File: src/rtl/fp_significand_multiplier.sv
// fp_significand_multiplier: binary32 unpack, sign/exponent and sequential 24x24 significand product.
// Optional FPM_SPECIAL_OPERANDS_EN adds the special port and Inf/NaN fast path.
module fp_significand_multiplier #(
   parameter int BIAS   = 127,
   parameter int MANT_W = 24
) (
   input  logic              clk,
   input  logic              rst,
   input  logic              in_valid,
   output logic              in_ready,
   input  logic [31:0]       a,
   input  logic [31:0]       b,
   output logic              out_valid,
   input  logic              out_ready,
   output logic [MANT_W-1:0] fraction,
   output logic [7:0]        exponent,
   output logic              sign,
   output logic              exp_overflow,
   output logic              exp_underflow,
   output logic              zero
`ifdef FPM_SPECIAL_OPERANDS_EN
   ,
   output logic              special
`endif
);
   localparam int CW = $clog2(MANT_W);
   typedef enum logic [1:0] {IDLE, MUL, DONE} state_t;
   state_t state;
   logic [7:0] ea, eb;
   logic signed [9:0] e_n, e_q;
   logic [MANT_W-1:0] mcand, mplier;
   logic [MANT_W:0] acc, sum;
   logic [CW-1:0] cnt;
   logic ovf, unf;
   assign ea = a[30:23];
   assign eb = b[30:23];
   assign e_n = $signed({2'b0, ea} + {2'b0, eb} - 10'(BIAS));
   assign sum = acc + (mplier[0] ? {1'b0, mcand} : '0);
   assign ovf = e_q >= 10'sd255;
   assign unf = e_q <= 10'sd0;
   assign in_ready = state == IDLE;
`ifdef FPM_SPECIAL_OPERANDS_EN
   logic is_sp, sp_nan;
   assign is_sp = ea == 8'hFF || eb == 8'hFF;
   // NaN input, or infinity meeting a flushed zero, yields the canonical quiet pattern
   assign sp_nan = (ea == 8'hFF && a[22:0] != '0) || (eb == 8'hFF && b[22:0] != '0) || ea == 8'h00 || eb == 8'h00;
`endif
   always_ff @(posedge clk) begin
      if (rst) begin
         state <= IDLE;
         out_valid <= 1'b0;
         fraction <= '0;
         exponent <= '0;
         sign <= 1'b0;
         exp_overflow <= 1'b0;
         exp_underflow <= 1'b0;
         zero <= 1'b0;
         e_q <= '0;
         mcand <= '0;
         mplier <= '0;
         acc <= '0;
         cnt <= '0;
`ifdef FPM_SPECIAL_OPERANDS_EN
         special <= 1'b0;
`endif
      end else begin
         case (state)
            IDLE: if (in_valid) begin
               sign <= a[31] ^ b[31];
               e_q <= e_n;
               mcand <= {1'b1, a[MANT_W-2:0]};
               mplier <= {1'b1, b[MANT_W-2:0]};
               acc <= '0;
               cnt <= '0;
               zero <= 1'b0;
`ifdef FPM_SPECIAL_OPERANDS_EN
               special <= 1'b0;
               if (is_sp) begin
                  state <= DONE;
                  out_valid <= 1'b1;
                  special <= 1'b1;
                  exponent <= 8'hFF;
                  exp_overflow <= 1'b0;
                  exp_underflow <= 1'b0;
                  fraction <= sp_nan ? {2'b01, {(MANT_W-2){1'b0}}} : '0;
               end else
`endif
               if (ea == 8'h00 || eb == 8'h00) begin
                  state <= DONE;
                  out_valid <= 1'b1;
                  zero <= 1'b1;
                  fraction <= '0;
                  exponent <= '0;
                  exp_overflow <= 1'b0;
                  exp_underflow <= 1'b0;
               end else state <= MUL;
            end
            MUL: begin
               // {acc, mplier} shifts right one bit per cycle; the final shift is folded into sum[MANT_W:1]
               acc <= {1'b0, sum[MANT_W:1]};
               mplier <= {sum[0], mplier[MANT_W-1:1]};
               cnt <= cnt + 1'b1;
               if (cnt == CW'(MANT_W - 1)) begin
                  state <= DONE;
                  out_valid <= 1'b1;
                  fraction <= sum[MANT_W:1];
                  exp_overflow <= ovf;
                  exp_underflow <= unf;
                  exponent <= ovf ? 8'hFF : unf ? 8'h00 : e_q[7:0];
               end
            end
            DONE: if (out_ready) begin
               state <= IDLE;
               out_valid <= 1'b0;
            end
            default: state <= IDLE;
         endcase
      end
   end
endmodule

File: config.mk
export PLATFORM = sky130hd
export DESIGN_NAME = fp_significand_multiplier
export DESIGN_NICKNAME = d
export VERILOG_FILES = /design/src/rtl/fp_significand_multiplier.sv
export SDC_FILE = /design/constraint.sdc
export NUM_CORES = 1
export LEC_CHECK = 0
export ABC_AREA = 1
export CORE_MARGIN = 5
export CORE_UTILIZATION = 49
export DETAILED_ROUTE_END_ITERATION = 16
export GPL_ROUTABILITY_DRIVEN = 1
export GPL_TIMING_DRIVEN = 0
export PLACE_DENSITY = 0.73
export RECOVER_POWER = 100
export SLEW_MARGIN = 5
export SYNTH_ARGS = -nofsm -noshare
export SYNTH_HDL_FRONTEND = slang
export SYNTH_SLANG_ARGS = --single-unit
File: constraint.sdc
create_clock -name clk -period 2.45 [get_ports clk]
set_clock_uncertainty 0.2 [all_clocks]
set_input_delay 0.245 -clock clk [delete_from_list [all_inputs] [get_ports clk]]
set_output_delay 0.245 -clock clk [all_outputs]
set_load 0.03 [all_outputs]
==> impl_metrics.yaml, run 1 <==
outcome:
  status: "complete, no violations"
synth:
  syn-cell-area_um2: 6957
  ys_async_sr_fraction_pct: 0
  syn_nets: 1160
  ys_types: 37
  synthMuxAreaShare_pct: 0
  ys_ff_latch: 126
  synth_top_area_share_pct: 36.26
  synth_cells: 1050
  synth_xor_xnor_area_share_pct: 0.5036
  synth-simple-area-share_pct: 30.32
  syn_avg_cell_area_um2: 6.625
  synthTopCellsByArea: "dfxtp_1 36%, nand2_1 19%, inv_1 7.2%, ha_1 7.2%, a21oi_1 6.4%"
  synthFlopType: "dfxtp_1"
  ys_seq_area_share_pct: 36.26
  synth_top_family_by_area: "simple AND/OR/NAND/NOR gates"
  synth_compound_area_share_pct: 14.96
  yosys.area.top_type: "dfxtp_1"
  synthAdderAreaFrac_pct: 7.770
  yosysWarnings: 0
  synth_edf_count: 0
placement:
  globalplace.congestion: 0.9284
  post_dp_cell_area_um2: 8228
  dp_hpwl_um: 15150
  dp.cells: 1334
  port_buffers: 104
sta:
  fmax_ghz: 0.4243
  rsz0062_at_grt: "yes"
  fin_crit_ns: 2.357
  hold_viol: 0
  finalSetupViolCount: 0
  worst_slew_pin_slew_ns: 0.7172
  slew_violations: 0
  relSlewSlack_pct: 51.93
  whs_ns: 0.1672
  fin_crit_sh_pct: 96.20
floorplan:
  io_pins: 106
  die_h_um: 129.2
  initial_core_util_pct: 50.12
  die_x_um: 129.2
  num_rows: 43
  die_area_um2: 16680
  core-area_um2: 13880
power:
  p_total_mw: 6.089
  powerDensity_nw_per_um2: 663.1
  p_switching_mw: 1.745
  switching_share_pct: 28.66
  power_frac_clock_pct: 42.9
  peakVddDrop_v: 0.0005221
  pwr-share-comb_pct: 18.8
  seqPwrFrac_pct: 38.3
  power.internal_mw: 4.344
  leakagePower_nw: 4.399
clock_tree:
  clock-root-buffer: "clkbuf_16"
  clock_tree.buffer_depth: 2
  cts_tree: "done"
  numCtsBuffers: 17
  cts.sinks: 126
  cts_max_level: 4
  insertion_delay_ns: 0.42
  clk_pin_slew_ns: 0.06
setup_path:
  cpMaxStageDelayCell: "dfxtp_4"
  start_kind: "flop"
  r2r-end: "acc[21]"
  cpPeakStageDelay_ns: 0.37
  crit_arrival_ns: 2.44
  r2r_start: "mplier[0]"
  r2r_setup_slack_ns: 0.09
  crit_start: "mplier[0]"
  crit_family: "simple AND/OR/NAND/NOR gates"
  end_kind: "flop"
  cp_common_cell: "nand2_1"
  crit_fanout: 5
  required_ns: 2.53
  cp_cell_sequence: "buf_12 > buf_6 > nand2_1 > inv_1 > ha_2 > nand2_1 > nor2_2 > nand2_1 > nor2_1 > nand2_1 > nand3_1 > nand2_1 > nand3_1 > a21oi_1"
  critPathKind: "flop to flop"
  worst-path-buf-inv: 3
  worstRegToRegCells: 14
finish:
  fin_util_pct: 66.15
  final_common_cell: "nand2_1"
  nFillCells: 1306
  final_nets: 1292
  finalNonFillerCells: 1375
  stdcell_area_um2: 9183
  antenna-diode-count: 0
  area_growth_pct: 32.00
  layout_common_cells: "330 x nand2_1, 132 x inv_1, 125 x dfxtp_1, 80 x a21oi_1, 67 x nand3_1"
  layout-drive-gt1-share_pct: 10.29
global_route:
  grt_pass1_vias: 6808
  grt_max_degree: 17
  track_usage_pct: 24.35
  grt_pass1_wl_um: 32260
  grt-ovfl-total: 0
  antenna_found_initial: 0
routing:
  drc: 0
  via_count: 7209
  wirelength_um: 20580
  drtIter0Drc: 540
  vias_per_cell: 5.243
  ant_nets: 0
  wire_per_inst_um: 14.97
  drtPass1Iterations: 5
min_path:
  hold_end: "mcand[6]"
  hold_class: "primary input to flop"
  hold_start: "a[6]"
  min_path_cells: 3
flow_run:
  drv_cap: 0
==> power groups by stage <==
stage / combinational [mW] / sequential (mW) / clock [mW]
after floorplan: 0.581 / 2.45 / 0
after global placement: 1.10 / 2.36 / 0
after detailed placement: 1.11 / 2.37 / 0
after CTS: 1.15 / 2.33 / 2.63
after global routing: 1.26 / 2.35 / 2.71
final: 1.15 / 2.33 / 2.61
==> cell families (layout without fill, tap and decap cells) <==
logic type      after synthesis  after routing
compound gates              197            197
xor+xnor                      4              4
fa+ha+maj                    42             42
buf+inv                     179            324
flops                       126            126
simple gates                502            502
==> tightest hold or removal path: cells and delay by family <==
family	cells	cell delay, ns
buffers and inverters	1	0.40
and+or+nand+nor	2	0.10
==> cells in the mapped netlist (2+ instances only) <==
| cell | instances |
|---|---|
| buf_2 | 11 |
| buf_4 | 2 |
| clkbuf_1 | 25 |
| nand3b_1 | 5 |
| nand4_1 | 9 |
| o22ai_1 | 3 |
| o21ai_1 | 3 |
| fa_1 | 2 |
| inv_1 | 134 |
| buf_6 | 2 |
| a31oi_1 | 33 |
| or2_2 | 2 |
| nor2_1 | 53 |
| xor2_1 | 2 |
| a21oi_1 | 89 |
| ha_1 | 40 |
| nor2_4 | 2 |
| xnor2_1 | 2 |
| nand2_1 | 343 |
| inv_2 | 4 |
| dfxtp_1 | 126 |
| nand3_1 | 74 |
| o21ai_0 | 65 |
| nor3_1 | 6 |
==> through the flow <==
stage          setup TNS [ns]  setup WS, ns
2_1_floorplan               0       0.06549
3_3_place_gp           -7.997       -0.3481
3_5_place_dp           -9.413       -0.4146
4_1_cts              -0.07221      -0.02397
5_1_grt              -0.02738      -0.01777
6_report                    0       0.09311
==> layout make-up <==
| type | instances | area [µm²] | area share, % |
|---|---|---|---|
| Buffer | 40 | 210.2 | 2.289 |
| Clock buffer | 22 | 474.2 | 5.164 |
| Clock inverter | 10 | 135.1 | 1.472 |
| Inverter | 138 | 518.0 | 5.641 |
| Multi-Input combinational cell | 745 | 3959 | 43.11 |
| Sequential cell | 126 | 2526 | 27.51 |
| Tap cell | 180 | 225.2 | 2.453 |
| Timing Repair Buffer | 114 | 1135 | 12.36 |
==> worst max-delay path by stage <==
stage | end | cells after the start | slack [ns]
floorplan | acc[23] | 18 | 0.07
global placement | acc[23] | 18 | -0.35
detailed placement | acc[23] | 18 | -0.41
CTS | acc[16] | 14 | -0.02
global route | fraction[16] | 15 | -0.02
finish | acc[21] | 14 | 0.09
==> layer usage <==
metal / track usage [%] / vias to the layer above / part of all wire, %
met5: 0 / - / 0
met4: 8.586 / 0 / 2.1
met3: 5.029 / 34 / 6.1
met2: 41.01 / 218 / 48
met1: 30.99 / 3294 / 44
li1: - / 3663 / -
==> state kept, by name, summed over array words and instances (netlist names) <==
register / count
state: 2
mplier: 24
out_valid: 1
exp_underflow: 1
zero: 1
exponent: 8
fraction: 24
sign: 1
mcand: 24
acc: 24
cnt: 5
e_q: 10
exp_overflow: 1
==> what timing repair did <==
item | 4_1_cts | 5_1_grt
buffers inserted | 6 | 2
hold endpoints to repair | 2 | 0
hold buffers | 1 | 0
pin swaps | 4 | 6
endpoints found under the setup margin | 40 | 41
gates cloned | 0 | 1
resized for setup | 27 | 47
(Power assumes the default switching activity.)
==> run 2, diff against run 1 <==
--- a/config.mk
+++ b/config.mk
@@ -6,6 +6,8 @@
 export NUM_CORES = 1
 export LEC_CHECK = 0
 export ABC_AREA = 1
+export CAP_MARGIN = 20
+export CORE_ASPECT_RATIO = 0.9
 export CORE_MARGIN = 5
 export CORE_UTILIZATION = 49
 export DETAILED_ROUTE_END_ITERATION = 16
==> run 2 against run 1 <==
The flow now finishes with violations (negative setup slack). Total power rose by 2.9%. Hold slack lost 0.020 ns. First-iteration DRC count rose by 3.0%. Die area hardly changed.
==> impl_metrics.yaml, run 2 (synthesis gave the netlist of run 1 again) <==
min_path:
  min_path_cells: 3
  hold_class: "primary input to flop"
flow_run:
  drv_cap: 0
floorplan:
  num_rows: 41
  die_h_um: 123.0
  die_x_um: 135.6
  io_pins: 106
  initial_core_util_pct: 49.86
  core-area_um2: 13950
  die_area_um2: 16680
setup_path:
  crit_family: "simple AND/OR/NAND/NOR gates"
  crit_arrival_ns: 2.63
  cpPeakStageDelay_ns: 0.39
  start_kind: "flop"
  critPathKind: "flop to flop"
  end_kind: "flop"
  crit_fanout: 5
  cp_cell_sequence: "buf_8 > clkbuf_16 > nand2_4 > inv_2 > ha_4 > inv_2 > fa_2 > inv_2 > nand3_2 > nand3_4 > nand2_2 > nand2_4 > nand2_4 > nand2_2 > nand2_1 > nand2_1 > nand2_2 > a21oi_2"
  required_ns: 2.62
  worst-path-buf-inv: 5
  crit_cells: 18
  worstRegToRegCells: 18
  cpMaxStageDelayCell: "fa_2"
clock_tree:
  cts_tree: "done"
  clk_pin_slew_ns: 0.06
  clock-root-buffer: "clkbuf_16"
  insertion_delay_ns: 0.43
  cts_max_level: 4
  numCtsBuffers: 17
  clock_tree.buffer_depth: 2
  cts.sinks: 126
sta:
  slew_violations: 0
  worst_slack_ns: -0.007435
  fin_crit_ns: 2.457
  relSlewSlack_pct: 52.20
  fmax_ghz: 0.4069
  finalSetupViolCount: 2
  fin_tns_setup_ns: -0.01349
  fin_crit_sh_pct: 100.3
  hold_viol: 0
  worst_slew_pin_slew_ns: 0.7170
  rsz0062_at_grt: "yes"
routing:
  wirelength_um: 20980
  ant_nets: 0
  vias_per_cell: 5.288
  via_count: 7340
  drtIter0Drc: 556
  drtPass1Iterations: 7
  drc: 0
  wire_per_inst_um: 15.12
power:
  power.internal_mw: 4.461
  p_switching_mw: 1.804
  powerDensity_nw_per_um2: 658.8
  power_frac_clock_pct: 43.7
  switching_share_pct: 28.79
  leakagePower_nw: 4.350
  pwr-share-comb_pct: 19.1
  peakVddDrop_v: 0.0005173
  seqPwrFrac_pct: 37.2
global_route:
  antenna_found_initial: 0
  track_usage_pct: 24.58
  grt-ovfl-total: 0
  grt_pass1_vias: 6715
  grt_max_degree: 17
  grt_pass1_wl_um: 32310
finish:
  area_growth_pct: 36.69
  register_area_um2: 2524
  fin_util_pct: 68.15
  stdcell_area_um2: 9509
  nFillCells: 1278
  multi_input_area_um2: 4228
  final_common_cell: "nand2_1"
  layout_common_cells: "319 x nand2_1, 131 x inv_1, 125 x dfxtp_1, 104 x clkdlybuf4s50_1, 72 x a21oi_1"
  antenna-diode-count: 0
  layout-drive-gt1-share_pct: 13.89
  final_nets: 1292
outcome:
  violations: "negative setup slack"
  status: "complete, but fails checks"
placement:
  globalplace.congestion: 0.9342
  port_buffers: 104
  post_dp_cell_area_um2: 8244
  dp_hpwl_um: 15040
  dp_slack_ns: -0.4097
-- run 2: worst paths after layout --
check	start	endpoint	slack, ns
worst max-delay path	mplier[0]	fraction[23]	-0.007
worst min-delay path	a[7]	mcand[7]	0.15
worst max register to register	mplier[0]	fraction[23]	-0.007
worst min register to register	exp_underflow	exp_underflow	0.26
-- run 2: power groups by stage --
| stage | Sequential (mW) | Clock [mW] | Combinational (mW) |
|---|---|---|---|
| after global placement | 2.36 | 0 | 1.10 |
| after global routing | 2.35 | 2.85 | 1.32 |
| after CTS | 2.33 | 2.75 | 1.14 |
| after floorplan | 2.45 | 0 | 0.581 |
| final | 2.33 | 2.74 | 1.20 |
| after detailed placement | 2.37 | 0 | 1.11 |
-- run 2: repair_timing --
item	in CTS	in global routing
setup buffers	5	2
cloned	0	1
pin swaps	3	20
hold buffers	1	0
endpoints found under the setup margin	40	40
resized for setup	24	103
hold endpoints to repair	2	0
-- run 2: tightest hold or removal path, stage by stage --
cell and delay [ns]:
clkdlybuf4s50_1 0.39, nand2_1 0.06, nand2_1 0.04
-- run 2: routing by layer --
layer	GRT usage (%)	wire length (µm)
met3	6.550	1558
met5	0	0
met1	32.47	9322
met4	8.123	525
met2	39.30	9578
-- run 2: layout make-up --
| class | instances | share of cell area (%) |
|---|---|---|
| clock buffer | 20 | 4.803 |
| timing repair buffer | 113 | 11.89 |
| sequential | 126 | 26.54 |
| inverter | 138 | 5.447 |
| multi-input combinational | 745 | 44.46 |
| tap | 193 | 2.539 |
| clock inverter | 12 | 1.908 |
| buffer | 41 | 2.408 |
-- run 2: metrics by stage --
step	instances	hold WS [ns]	power, mW
after CTS	1385	0.1421	6.212
after floorplan	1050	0.1481	3.030
after global routing	1388	0.1501	6.517
after global placement	1347	0.2491	3.467
final	1388	0.1476	6.265
after detailed placement	1347	0.2547	3.477
==> run 3, diff against run 2 <==
--- a/config.mk
+++ b/config.mk
@@ -5,15 +5,14 @@
 export SDC_FILE = /design/constraint.sdc
 export NUM_CORES = 1
 export LEC_CHECK = 0
-export ABC_AREA = 1
 export CAP_MARGIN = 20
 export CORE_ASPECT_RATIO = 0.9
 export CORE_MARGIN = 5
-export CORE_UTILIZATION = 49
+export CORE_UTILIZATION = 30
 export DETAILED_ROUTE_END_ITERATION = 16
 export GPL_ROUTABILITY_DRIVEN = 1
 export GPL_TIMING_DRIVEN = 0
-export PLACE_DENSITY = 0.73
+export PLACE_DENSITY = 0.49
 export RECOVER_POWER = 100
 export SLEW_MARGIN = 5
 export SYNTH_ARGS = -nofsm -noshare
==> run 3 against run 2 <==
The flow still finishes with violations (negative setup slack). Global-route usage shrank 7.2 points. Synthesized area down 9.0%. Routed wire length increased by 0.37%. Combinational power is 4% higher. Clock power decreased by 8.0%. Clock-buffer cell count unchanged. Synthesized cell count is 26% lower. Sequential cell count did not move. Critical path depth down 8. Core utilization is 22 points lower. Non-clock buffer count rose by 29.
==> impl_metrics.yaml, run 3 <==
synth:
  synthMostInstantiatedCell: "nand2_1"
  syn_nets: 891
  synth_edf_count: 0
  synth_top_area_share_pct: 39.83
  synth_cells: 781
  synth_commonest_cells: "143 x nand2_1, 126 x dfxtp_1, 78 x a21oi_1, 78 x nor2_1, 47 x clkbuf_1"
  syn-cell-area_um2: 6332
  syn_avg_cell_area_um2: 8.108
  synthFlopType: "dfxtp_1"
  ys_async_sr_fraction_pct: 0
  ys_ff_latch: 126
  synthTopCellsByArea: "dfxtp_1 40%, nand2_1 8.5%, ha_1 7.9%, a21oi_1 6.2%, nor2_1 4.6%"
  yosys.area.top_type: "dfxtp_1"
  yosysWarnings: 0
  ys_types: 51
  ys_seq_area_share_pct: 39.83
clock_tree:
  cts_hold_buffers: 0
  cts.sinks: 126
  numCtsBuffers: 17
  clk_pin_slew_ns: 0.06
  clock-root-buffer: "clkbuf_16"
  clock_tree.buffer_depth: 2
  cts_max_level: 4
  cts_tree: "done"
  insertion_delay_ns: 0.42
power:
  power.internal_mw: 4.241
  p_switching_mw: 1.850
  seqPwrFrac_pct: 38.1
  peakVddDrop_v: 0.0003072
  power_frac_clock_pct: 41.4
  powerDensity_nw_per_um2: 642.2
  leakagePower_nw: 3.759
  switching_share_pct: 30.38
  pwr-share-comb_pct: 20.5
floorplan:
  initial_core_util_pct: 30.49
  die_area_um2: 24120
  num_rows: 50
  core-area_um2: 20770
  die_x_um: 163.1
  die_h_um: 147.8
  io_pins: 106
global_route:
  grt-ovfl-total: 0
  grt_pass1_wl_um: 32920
  grt_pass1_vias: 6000
  grt_max_degree: 17
  track_usage_pct: 17.37
  antenna_found_initial: 0
sta:
  fin_tns_setup_ns: -10.16
  hold_viol: 0
  whs_ns: 0.1732
  worst_slack_ns: -0.4570
  relSlewSlack_pct: 50.84
  fin_crit_sh_pct: 118.7
  finalSetupViolCount: 47
  rsz0062_at_grt: "yes"
  fin_crit_ns: 2.907
  fmax_ghz: 0.3440
  slew_violations: 0
  worst_slew_pin_slew_ns: 0.7374
outcome:
  violations: "negative setup slack"
  status: "complete, but fails checks"
routing:
  wire_per_inst_um: 17.09
  vias_per_cell: 4.955
  drtIter0Drc: 294
  drc: 0
  ant_nets: 0
  via_count: 6104
  wirelength_um: 21060
  drtPass1Iterations: 5
flow_run:
  drv_cap: 0
finish:
  fin_util_pct: 45.67
  final_nets: 1043
  antenna-diode-count: 0
  final_common_cell: "nand2_1"
  layout_common_cells: "138 x nand2_1, 125 x dfxtp_1, 76 x nor2_1, 64 x clkdlybuf4s50_1, 56 x a21oi_1"
  nFillCells: 2085
  layout-drive-gt1-share_pct: 20.19
  finalNonFillerCells: 1232
  area_growth_pct: 49.79
setup_path:
  required_ns: 2.56
  cpMaxStageDelayCell: "a221o_1"
  crit_cells: 10
  crit_fanout: 10
  crit_family: "compound AO/OA/AOI/OAI gates"
  crit_arrival_ns: 3.02
  critPathKind: "flop to flop"
  cp_cell_sequence: "buf_8 > and2_4 > ha_2 > a21oi_2 > nand2_1 > a21oi_2 > o31ai_4 > a221o_1 > a221o_1 > a32o_1"
  worstRegToRegCells: 10
  worst-path-buf-inv: 1
  start_kind: "flop"
  end_kind: "flop"
  cpPeakStageDelay_ns: 0.42
placement:
  dp.cells: 1173
  port_buffers: 105
  globalplace.congestion: 0.8158
  dp_hpwl_um: 15180
min_path:
  hold_class: "primary input to flop"
  min_path_cells: 3
## run 3: cell families after synthesis
family | count (synthesis) | synth area share, %
fa+ha+maj | 42 | 8.536
buf+inv | 70 | 4.189
mux | 2 | 0.3162
flops | 126 | 39.83
xor+xnor | 28 | 3.873
simple gates | 309 | 21.66
compound gates | 204 | 21.60
## run 3: power groups by stage
stage                     Sequential (mW)  Clock [mW]  Combinational (mW)
after floorplan                      2.34           0               0.697
after global placement               2.35           0                1.14
after detailed placement             2.35           0                1.14
after CTS                            2.31        2.58                1.19
after global routing                 2.34        2.68                1.38
final                                2.32        2.52                1.25
## run 3: layout make-up
class	count	area, µm²	area share, %
plain buffers	44	234.0	2.467
clock buffers	20	446.7	4.709
clock inverters	12	137.6	1.451
inverters	20	75.07	0.7915
multi-input cells	585	4365	46.02
flip-flops and latches	126	2526	26.63
well taps	286	357.8	3.773
repair buffers	139	1343	14.15
## run 3: layer usage
metal	up-vias	part of all wire [%]	track usage [%]
met5	-	0	0
met4	0	1.3	4.235
met3	18	3.6	4.042
met2	118	45	26.29
met1	2898	50	25.01
li1	3070	-	-
## run 3: final timing paths
| kind | end | slack (ns) | startpoint |
|---|---|---|---|
| worst max-delay path | fraction[23] | -0.46 | mplier[0] |
| worst min-delay path | mcand[15] | 0.17 | a[15] |
| worst max register to register | fraction[23] | -0.46 | mplier[0] |
| worst min register to register | fraction[4] | 0.25 | fraction[4] |
## run 3: timing repair
action                                 CTS  global route
setup endpoints to repair               57            94
pin swaps                               36            46
setup buffers                           20            16
resized for setup                       71            88
endpoints found under the hold margin    0             0
## run 3: metrics by stage
step | total power [mW] | cell area [µm²] | setup WS [ns]
after CTS | 6.085 | 8989 | -0.4656
after global routing | 6.403 | 9485 | -0.5428
after floorplan | 3.040 | 6524 | -0.1948
after global placement | 3.489 | 7933 | -0.8460
final | 6.091 | 9485 | -0.4570
after detailed placement | 3.486 | 7938 | -0.8299
## run 3: tightest hold or removal path: cells and delay by family
| kind | cells | cell delay (ns) |
|---|---|---|
| simple gates | 1 | 0.05 |
| compound gates | 1 | 0.05 |
| buf+inv | 1 | 0.40 |
